File: src/rtl/regfile_access_ctrl_if.sv
// Client and register-file signal bundle for regfile_access_ctrl.
// slave = controller side, master = clients plus register file.
interface regfile_access_ctrl_if #(
  parameter int DATA_W = 32,
  parameter int ADDR_W = 5
) ();
  logic              wr_req_a;
  logic              wr_req_b;
  logic [ADDR_W-1:0] wr_addr_a;
  logic [ADDR_W-1:0] wr_addr_b;
  logic [DATA_W-1:0] wr_data_a;
  logic [DATA_W-1:0] wr_data_b;
  logic              wr_gnt_a;
  logic              wr_gnt_b;
  logic              rd_req_a;
  logic              rd_req_b;
  logic [ADDR_W-1:0] rd_addr_a;
  logic [ADDR_W-1:0] rd_addr_b;
  logic              rd_valid_a;
  logic              rd_valid_b;
  logic [DATA_W-1:0] rd_data_a;
  logic [DATA_W-1:0] rd_data_b;
  logic              busy;
  logic [DATA_W-1:0] rf_wd;
  logic [ADDR_W-1:0] rf_aw;
  logic [ADDR_W-1:0] rf_ar1;
  logic [ADDR_W-1:0] rf_ar2;
  logic              rf_rd;
  logic              rf_wr;
  logic              rf_en;
  logic [DATA_W-1:0] rf_rd1;
  logic [DATA_W-1:0] rf_rd2;

  modport slave (
    input  wr_req_a, wr_req_b,
    input  wr_addr_a, wr_addr_b,
    input  wr_data_a, wr_data_b,
    output wr_gnt_a, wr_gnt_b,
    input  rd_req_a, rd_req_b,
    input  rd_addr_a, rd_addr_b,
    output rd_valid_a, rd_valid_b,
    output rd_data_a, rd_data_b,
    output busy,
    output rf_wd, rf_aw,
    output rf_ar1, rf_ar2,
    output rf_rd, rf_wr, rf_en,
    input  rf_rd1, rf_rd2
  );

  modport master (
    output wr_req_a, wr_req_b,
    output wr_addr_a, wr_addr_b,
    output wr_data_a, wr_data_b,
    input  wr_gnt_a, wr_gnt_b,
    output rd_req_a, rd_req_b,
    output rd_addr_a, rd_addr_b,
    input  rd_valid_a, rd_valid_b,
    input  rd_data_a, rd_data_b,
    input  busy,
    input  rf_wd, rf_aw,
    input  rf_ar1, rf_ar2,
    input  rf_rd, rf_wr, rf_en,
    output rf_rd1, rf_rd2
  );
endinterface

File: src/rtl/regfile_access_ctrl.sv
// Register file access controller: init sweep, round-robin
// write arbitration, dual read ports with write bypass.
module regfile_access_ctrl #(
  parameter int DATA_W   = 32,
  parameter int ADDR_W   = 5,
  parameter int NUM_REGS = 32
) (
  input logic                 clk,
  input logic                 rst,
  regfile_access_ctrl_if.slave bus
);

  typedef enum logic {
    S_CLEAR,
    S_RUN
  } state_t;

  localparam logic [ADDR_W:0] C_LAST =
    (ADDR_W+1)'(NUM_REGS - 1);

  state_t            r_state;
  state_t            w_state_nxt;
  logic [ADDR_W:0]   r_cnt;
  logic [ADDR_W:0]   w_cnt_nxt;
  logic              r_prio_b;
  logic              r_wr;
  logic [ADDR_W-1:0] r_aw;
  logic [DATA_W-1:0] r_wd;
  logic              r_rd;
  logic [ADDR_W-1:0] r_ar1;
  logic [ADDR_W-1:0] r_ar2;
  logic              r_rv1;
  logic              r_rv2;
  logic              r_valid_a;
  logic              r_valid_b;
  logic              r_byp_a;
  logic              r_byp_b;
  logic [DATA_W-1:0] r_bd_a;
  logic [DATA_W-1:0] r_bd_b;

  logic              w_clear;
  logic              w_run;
  logic              w_gnt_a;
  logic              w_gnt_b;
  logic              w_rf_wr;
  logic [ADDR_W-1:0] w_rf_aw;
  logic [DATA_W-1:0] w_rf_wd;
  logic              w_hit1;
  logic              w_hit2;

  always_comb begin
    w_state_nxt = r_state;
    w_cnt_nxt   = r_cnt;
    unique case (r_state)
      S_CLEAR: begin
        w_cnt_nxt = r_cnt + 1'b1;
        if (r_cnt == C_LAST) w_state_nxt = S_RUN;
      end
      S_RUN:   w_state_nxt = S_RUN;
      default: w_state_nxt = S_CLEAR;
    endcase
  end

  assign w_clear = (r_state == S_CLEAR);
  assign w_run   = (r_state == S_RUN) & ~rst;

  // Pointer names the requester that wins a tie.
  assign w_gnt_a = w_run & bus.wr_req_a &
                   (~bus.wr_req_b | ~r_prio_b);
  assign w_gnt_b = w_run & bus.wr_req_b & ~w_gnt_a;

  assign w_rf_wr = ~rst & (w_clear | r_wr);
  assign w_rf_aw = w_clear ? r_cnt[ADDR_W-1:0] : r_aw;
  assign w_rf_wd = w_clear ? '0 : r_wd;

  assign w_hit1 = w_rf_wr & (w_rf_aw == r_ar1);
  assign w_hit2 = w_rf_wr & (w_rf_aw == r_ar2);

  always_ff @(posedge clk) begin
    if (rst) begin
      r_state   <= S_CLEAR;
      r_cnt     <= '0;
      r_prio_b  <= 1'b0;
      r_wr      <= 1'b0;
      r_aw      <= '0;
      r_wd      <= '0;
      r_rd      <= 1'b0;
      r_ar1     <= '0;
      r_ar2     <= '0;
      r_rv1     <= 1'b0;
      r_rv2     <= 1'b0;
      r_valid_a <= 1'b0;
      r_valid_b <= 1'b0;
      r_byp_a   <= 1'b0;
      r_byp_b   <= 1'b0;
      r_bd_a    <= '0;
      r_bd_b    <= '0;
    end else begin
      r_state <= w_state_nxt;
      r_cnt   <= w_cnt_nxt;
      if (w_gnt_a)      r_prio_b <= 1'b1;
      else if (w_gnt_b) r_prio_b <= 1'b0;
      r_wr <= w_gnt_a | w_gnt_b;
      if (w_gnt_a) begin
        r_aw <= bus.wr_addr_a;
        r_wd <= bus.wr_data_a;
      end else if (w_gnt_b) begin
        r_aw <= bus.wr_addr_b;
        r_wd <= bus.wr_data_b;
      end
      r_rd  <= w_run & (bus.rd_req_a | bus.rd_req_b);
      r_rv1 <= w_run & bus.rd_req_a;
      r_rv2 <= w_run & bus.rd_req_b;
      if (w_run & bus.rd_req_a) r_ar1 <= bus.rd_addr_a;
      if (w_run & bus.rd_req_b) r_ar2 <= bus.rd_addr_b;
      r_valid_a <= r_rv1;
      r_valid_b <= r_rv2;
      // A write landing while the file is read returns stale data.
      r_byp_a <= r_rv1 & w_hit1;
      r_byp_b <= r_rv2 & w_hit2;
      if (r_rv1 & w_hit1) r_bd_a <= w_rf_wd;
      if (r_rv2 & w_hit2) r_bd_b <= w_rf_wd;
    end
  end

  assign bus.wr_gnt_a   = w_gnt_a;
  assign bus.wr_gnt_b   = w_gnt_b;
  assign bus.busy       = w_clear;
  assign bus.rf_wr      = w_rf_wr;
  assign bus.rf_aw      = w_rf_aw;
  assign bus.rf_wd      = w_rf_wd;
  assign bus.rf_ar1     = r_ar1;
  assign bus.rf_ar2     = r_ar2;
  assign bus.rf_rd      = r_rd;
  assign bus.rf_en      = ~rst;
  assign bus.rd_valid_a = r_valid_a;
  assign bus.rd_valid_b = r_valid_b;
  assign bus.rd_data_a  = ~r_valid_a ? '0 :
                          r_byp_a ? r_bd_a : bus.rf_rd1;
  assign bus.rd_data_b  = ~r_valid_b ? '0 :
                          r_byp_b ? r_bd_b : bus.rf_rd2;

endmodule
File: src/flat_wrapper.sv
// flat-port wrapper written by rule: the top's interface ports become plain ports
module regfile_access_ctrl_flat 
#(
  parameter int DATA_W   = 32,
  parameter int ADDR_W   = 5,
  parameter int NUM_REGS = 32
)
  (clk, rst, bus_wr_req_a, bus_wr_req_b, bus_wr_addr_a, bus_wr_addr_b, bus_wr_data_a, bus_wr_data_b, bus_wr_gnt_a, bus_wr_gnt_b, bus_rd_req_a, bus_rd_req_b, bus_rd_addr_a, bus_rd_addr_b, bus_rd_valid_a, bus_rd_valid_b, bus_rd_data_a, bus_rd_data_b, bus_busy, bus_rf_wd, bus_rf_aw, bus_rf_ar1, bus_rf_ar2, bus_rf_rd, bus_rf_wr, bus_rf_en, bus_rf_rd1, bus_rf_rd2);
  regfile_access_ctrl_if #(.DATA_W(DATA_W), .ADDR_W(ADDR_W)) bus_i ();
  input logic clk;
  input logic rst;
  input wire logic [$bits(bus_i.wr_req_a)-1:0] bus_wr_req_a;
  input wire logic [$bits(bus_i.wr_req_b)-1:0] bus_wr_req_b;
  input wire logic [$bits(bus_i.wr_addr_a)-1:0] bus_wr_addr_a;
  input wire logic [$bits(bus_i.wr_addr_b)-1:0] bus_wr_addr_b;
  input wire logic [$bits(bus_i.wr_data_a)-1:0] bus_wr_data_a;
  input wire logic [$bits(bus_i.wr_data_b)-1:0] bus_wr_data_b;
  output wire logic [$bits(bus_i.wr_gnt_a)-1:0] bus_wr_gnt_a;
  output wire logic [$bits(bus_i.wr_gnt_b)-1:0] bus_wr_gnt_b;
  input wire logic [$bits(bus_i.rd_req_a)-1:0] bus_rd_req_a;
  input wire logic [$bits(bus_i.rd_req_b)-1:0] bus_rd_req_b;
  input wire logic [$bits(bus_i.rd_addr_a)-1:0] bus_rd_addr_a;
  input wire logic [$bits(bus_i.rd_addr_b)-1:0] bus_rd_addr_b;
  output wire logic [$bits(bus_i.rd_valid_a)-1:0] bus_rd_valid_a;
  output wire logic [$bits(bus_i.rd_valid_b)-1:0] bus_rd_valid_b;
  output wire logic [$bits(bus_i.rd_data_a)-1:0] bus_rd_data_a;
  output wire logic [$bits(bus_i.rd_data_b)-1:0] bus_rd_data_b;
  output wire logic [$bits(bus_i.busy)-1:0] bus_busy;
  output wire logic [$bits(bus_i.rf_wd)-1:0] bus_rf_wd;
  output wire logic [$bits(bus_i.rf_aw)-1:0] bus_rf_aw;
  output wire logic [$bits(bus_i.rf_ar1)-1:0] bus_rf_ar1;
  output wire logic [$bits(bus_i.rf_ar2)-1:0] bus_rf_ar2;
  output wire logic [$bits(bus_i.rf_rd)-1:0] bus_rf_rd;
  output wire logic [$bits(bus_i.rf_wr)-1:0] bus_rf_wr;
  output wire logic [$bits(bus_i.rf_en)-1:0] bus_rf_en;
  input wire logic [$bits(bus_i.rf_rd1)-1:0] bus_rf_rd1;
  input wire logic [$bits(bus_i.rf_rd2)-1:0] bus_rf_rd2;
  assign bus_i.wr_req_a = bus_wr_req_a;
  assign bus_i.wr_req_b = bus_wr_req_b;
  assign bus_i.wr_addr_a = bus_wr_addr_a;
  assign bus_i.wr_addr_b = bus_wr_addr_b;
  assign bus_i.wr_data_a = bus_wr_data_a;
  assign bus_i.wr_data_b = bus_wr_data_b;
  assign bus_wr_gnt_a = bus_i.wr_gnt_a;
  assign bus_wr_gnt_b = bus_i.wr_gnt_b;
  assign bus_i.rd_req_a = bus_rd_req_a;
  assign bus_i.rd_req_b = bus_rd_req_b;
  assign bus_i.rd_addr_a = bus_rd_addr_a;
  assign bus_i.rd_addr_b = bus_rd_addr_b;
  assign bus_rd_valid_a = bus_i.rd_valid_a;
  assign bus_rd_valid_b = bus_i.rd_valid_b;
  assign bus_rd_data_a = bus_i.rd_data_a;
  assign bus_rd_data_b = bus_i.rd_data_b;
  assign bus_busy = bus_i.busy;
  assign bus_rf_wd = bus_i.rf_wd;
  assign bus_rf_aw = bus_i.rf_aw;
  assign bus_rf_ar1 = bus_i.rf_ar1;
  assign bus_rf_ar2 = bus_i.rf_ar2;
  assign bus_rf_rd = bus_i.rf_rd;
  assign bus_rf_wr = bus_i.rf_wr;
  assign bus_rf_en = bus_i.rf_en;
  assign bus_i.rf_rd1 = bus_rf_rd1;
  assign bus_i.rf_rd2 = bus_rf_rd2;
  regfile_access_ctrl #(.DATA_W(DATA_W), .ADDR_W(ADDR_W), .NUM_REGS(NUM_REGS)) u_core (.clk(clk), .rst(rst), .bus(bus_i));
endmodule
File: config.mk
export PLATFORM = sky130hd
export DESIGN_NAME = regfile_access_ctrl_flat
export DESIGN_NICKNAME = d
export VERILOG_FILES = /design/src/rtl/regfile_access_ctrl_if.sv /design/src/rtl/regfile_access_ctrl.sv /design/src/flat_wrapper.sv
export SDC_FILE = /design/constraint.sdc
export NUM_CORES = 1
export LEC_CHECK = 0
export ABC_AREA = 1
export CORE_MARGIN = 4
export CORE_UTILIZATION = 43
export CTS_BUF_LIST = sky130_fd_sc_hd__clkbuf_16
export DETAILED_ROUTE_END_ITERATION = 10
export GPL_ROUTABILITY_DRIVEN = 0
export PLACE_DENSITY = 0.87
export SLEW_MARGIN = 20
export SYNTH_ARGS = -nofsm -noshare
export SYNTH_HDL_FRONTEND = slang
export SYNTH_SLANG_ARGS = --single-unit
export TNS_END_PERCENT = 5
File: constraint.sdc
create_clock -name clk -period 2.1 [get_ports clk]
set_clock_uncertainty 0.1 [all_clocks]
set_input_delay 0.42 -clock clk [delete_from_list [all_inputs] [get_ports clk]]
set_output_delay 0.42 -clock clk [all_outputs]
set_load 0.02 [all_outputs]
-- Yosys cells after proc, flatten, opt, wreduce, memory -nomap -nowiden
Cells that the tools add are included.
- flip-flop bits (word level): 127
- input bits: 154
- logic and storage cells: 58
- add/sub/neg operators: 1
- eq/ne operators: 3
- multiplexer cells: 14
- bitwise gates (word level): 22
- reductions and logical operators: 1
- operators with widths (operator ; count):
    two-way mux 32 bit ; 7
    two-way mux 5 bit ; 3
    bitwise AND 1 bit ; 13
    equality test 5 bit ; 2
    adder 6 x 1 -> 6 bit, second input constant ; 1
    equality test 6 x 5 -> 1 bit, second input constant ; 1
    inverter 1 bit ; 5
    OR 1 bit ; 4
    two-way mux 1 bit ; 3
    case mux 1 bit (2 select lines) ; 1
    nonzero test 2 bit ; 1

-- Longest topological paths before layout
- depth in word-level cells: 8
- depth in mapped cells: 11
- gate-level depth less buffers: 10

-- Least setup slack after synthesis
OpenSTA, ideal clock, no wires.
- path type: input-to-output
- start: input rst
- end: output bus_wr_gnt_b
- arrival time: 1586 ps
- setup slack: -6 ps
- stages: 6
- path through: buf_2 nor2_2 nand3_1 inv_1 clkbuf_1 nor3_1
- word-level cells in the longest chain between the ends: 6
- ends and longest elaborated chain (item ; line ; source):
    from (decl) ; flat_wrapper.sv:11 ; input logic rst;
    inverter 1 bit ; regfile_access_ctrl.sv:65 ; assign w_run = (r_state == S_RUN) & ~rst;
    bitwise AND 1 bit ; regfile_access_ctrl.sv:65 ;
    bitwise AND 1 bit (2 in a row) ; regfile_access_ctrl.sv:68 ; assign w_gnt_a = w_run & bus.wr_req_a &
    named net bus_wr_gnt_a ; flat_wrapper.sv:18 ; output wire logic [$bits(bus_i.wr_gnt_a)-1:0] bus_wr_gnt_a;
    inverter 1 bit ; regfile_access_ctrl.sv:70 ; assign w_gnt_b = w_run & bus.wr_req_b & ~w_gnt_a;
    bitwise AND 1 bit ; regfile_access_ctrl.sv:70 ;
    to (decl) ; flat_wrapper.sv:19 ; output wire logic [$bits(bus_i.wr_gnt_b)-1:0] bus_wr_gnt_b;
The timed path passes the listed nets, and every way through them passes these cells.

-- Worst setup path in the final report
- start: register u_core.r_state
- end: output bus_rf_wr
- word-level cells in the longest chain between the ends: 3
- ends and longest elaborated chain (item ; line ; source):
    from (decl) ; regfile_access_ctrl.sv:21 ; state_t r_state;
    from (signal assigned) ; regfile_access_ctrl.sv:99 ; r_state <= w_state_nxt;
    inverter 1 bit ; regfile_access_ctrl.sv:64 ; assign w_clear = (r_state == S_CLEAR);
    OR 1 bit ; regfile_access_ctrl.sv:72 ; assign w_rf_wr = ~rst & (w_clear | r_wr);
    bitwise AND 1 bit ; regfile_access_ctrl.sv:72 ;
    to (decl) ; flat_wrapper.sv:34 ; output wire logic [$bits(bus_i.rf_wr)-1:0] bus_rf_wr;
No other way between the ends.

==> reports/metrics.yaml <==
global_route:
  track_usage: 0.255
  antenna_found_initial: 0
  grt_pass1_wl_mm: 35.8
  grt_pass1_vias: 7010
  grt_start_max_net_pins: 77
  overflow: 0
power:
  peakVddDrop_v: 0.000495
  leakagePower_uw: 0.00490
  power-per-cell-area_mw_per_mm2: 557
  totalPowerFinal_uw: 5690
synth:
  yosysUniqueCellTypes: 27
  syn_area_per_cell_um2: 6.29
  syn_inst: 1041
  synth_warnings: 0
  syn_nets: 1196
  synth_top_area_share: 0.388
  seq_area_frac_synth: 0.388
  synth_area_mm2: 0.00655
  yosysTopAreaCell: "dfxtp_1"
  synth_seq_cells: 127
  synthTopCellsByArea: "dfxtp_1, nand2_1, inv_1"
route:
  drt_iter0_markers: 584
  wl_met2_mm: 10.9
  top_layer_used: "met4"
  wl_per_cell_um: 15.1
  drtAntennaViolNets: 0
  dr_total_vias: 7631
  drc: 0
  wirelength_mm: 23.2
  vias_per_cell: 4.97
  dr.pass1.iters: 5
  wl_met1_mm: 10.0
  wl_met3_mm: 1.65
sta:
  period_share: 0.994
  min_period_ns: 2.09
  slew_violations: 0
  fmax_ghz: 0.479
  worst_slack_ns: 0.0123
  setup_viol: 0
  hold_viol: 0
  rsz0062_at_grt: "true"
  slew_headroom: 0.705
  worst_pin_slew_ns: 0.441
floorplan:
  die_area_mm2: 0.0173
  die_width_um: 131
  initial_core_util: 0.444
  core.rowCount: 44
  die_h_um: 131
  core_area_mm2: 0.0148
  io_pins: 273
cells_and_area:
  final_cell_mix: "nand2_1, clkdlybuf4s50_1, inv_1"
  final_nets: 1494
  antenna_cells: 0
  drive_above_1_share: 0.145
  finalNonFillerCells: 1535
  layout_commonest_cell: "nand2_1"
  finish.utilization: 0.692
  fill_cells: 1246
  synthToLayoutAreaGrowth_pct: 55.8
cts:
  clock_latency_ns: 0.42
  clkSinkCount: 127
  cts_made_buffers: 17
  ctsLongestPathBuffers: 2
  cts_hold_buf: 0
  cts_tree: "built"
  cts_setup_buffers: 0
  cts_max_level: 4
  clk_pin_slew_ns: 0.05
  cts_root_buffer: "clkbuf_16"
run:
  drv_cap: 0
worst_setup_path:
  criticalPathCategory: "flip-flop to primary output"
  required_ns: 1.58
  crit_fanout: 14
  crit_arrival_ns: 1.57
  crit_path_start_kind: "flip-flop"
  cp-end-kind: "primary output"
place:
  portBuffers: 272
  dp.final_hpwl_mm: 17.8
  pre_cts_slack_ns: -0.310
  dp.cells: 1504
min_path:
  hp-class: "flip-flop to flip-flop"
run_status:
  status: "finished clean"
[critical path: stages, from the launching register on]
cell           delay (ns)
dfxtp_4              0.37
buf_4                0.19
nand2_1              0.07
nand2_1              0.14
inv_1                0.06
dlygate4sd2_1        0.32
[state kept, by name, summed over array words and instances (netlist names)]
register / cells
u_core.r_wr: 1
u_core.r_cnt: 6
u_core.r_bd_b: 32
u_core.bus.rf_ar1: 5
u_core.r_byp_a: 1
u_core.bus.rf_ar2: 5
u_core.r_aw: 5
u_core.bus.rf_rd: 1
u_core.bus.rd_valid_a: 1
u_core.r_rv1: 1
u_core.bus.rd_valid_b: 1
u_core.r_prio_b: 1
u_core.r_rv2: 1
u_core.r_wd: 32
u_core.r_state: 1
u_core.r_byp_b: 1
u_core.r_bd_a: 32
[worst paths after layout]
path | slack (ns) | endpoint | depth (start not counted) | from
hold / removal | 0.33 | u_core.bus.rd_valid_b$_SDFF_PP0_ | 2 | u_core.r_rv2$_SDFF_PP0_
hold reg to reg | 0.33 | u_core.bus.rd_valid_b$_SDFF_PP0_ | 2 | u_core.r_rv2$_SDFF_PP0_
setup / recovery | 0.01 | bus_rf_wr | 5 | u_core.r_state$_SDFF_PP0_
setup reg to reg | 0.14 | u_core.r_bd_b[9]$_SDFFE_PP0P_ | 12 | u_core.r_state$_SDFF_PP0_
[cells by family (layout without fill, tap and decap cells)]
group | Yosys count | after routing | synth area share
and+or+nand+nor | 492 | 492 | 0.314
AOI/OAI and AO/OA | 194 | 194 | 0.156
buffers and inverters | 226 | 536 | 0.139
xor gates and xnor gates | 1 | 1 | 0.00134
adders and majority gates | 1 | 1 | 0.00191
DFF | 127 | 127 | 0.388
[layer usage]
metal / vias up / track usage
met1: 3398 / 0.330
met3: 50 / 0.0497
li1: 3872 / -
met4: 0 / 0.0951
met2: 311 / 0.424
met5: - / 0
[where the power goes]
group	leakage [uW]	switching [uW]	internal [uW]
Combinational	0.00358	156	292
Clock	0.000285	1010	1810
Sequential	0.00103	5.18	2420
[through the flow]
stage / setup TNS (ns) / cell area [um^2] / hold slack [ns]
after detailed placement: -7.93 / 9930 / 0.325
after floorplan: 0 / 6560 / 0.310
after global routing: -0.0414 / 10200 / 0.368
after global placement: -6.75 / 9930 / 0.314
final: 0 / 10200 / 0.334
after CTS: -0.0441 / 10400 / 0.338
[Yosys cell counts (all sizes together)]
cell type and instances:
nand3 59, dfxtp 127, a31oi 37, xor2 1, buf 33, nor4 1, nand4 26, nand2 278
clkinv 1, nor3 5, nor2 122, o41ai 1, o21ai 78, inv 152, clkbuf 40, ha 1
nor3b 1, a21oi 78
[what timing repair did]
| item | 4_1_cts | 5_1_grt |
|---|---|---|
| setup endpoints to repair | 107 | 124 |
| hold endpoints to repair | 0 | 0 |
| gates resized for setup | 178 | 113 |
[cell type report]
type                            instances  area (um^2)  area share
Tap cell                              184          230      0.0226
Inverter                              153          574      0.0563
Timing Repair Buffer                  352         3170       0.310
Clock buffer                           17          425      0.0417
Sequential cell                       127         2550       0.250
Clock inverter                         14          134      0.0131
Multi-Input combinational cell        688         3120       0.306
Note: power is estimated with default switching activity, not from simulation.
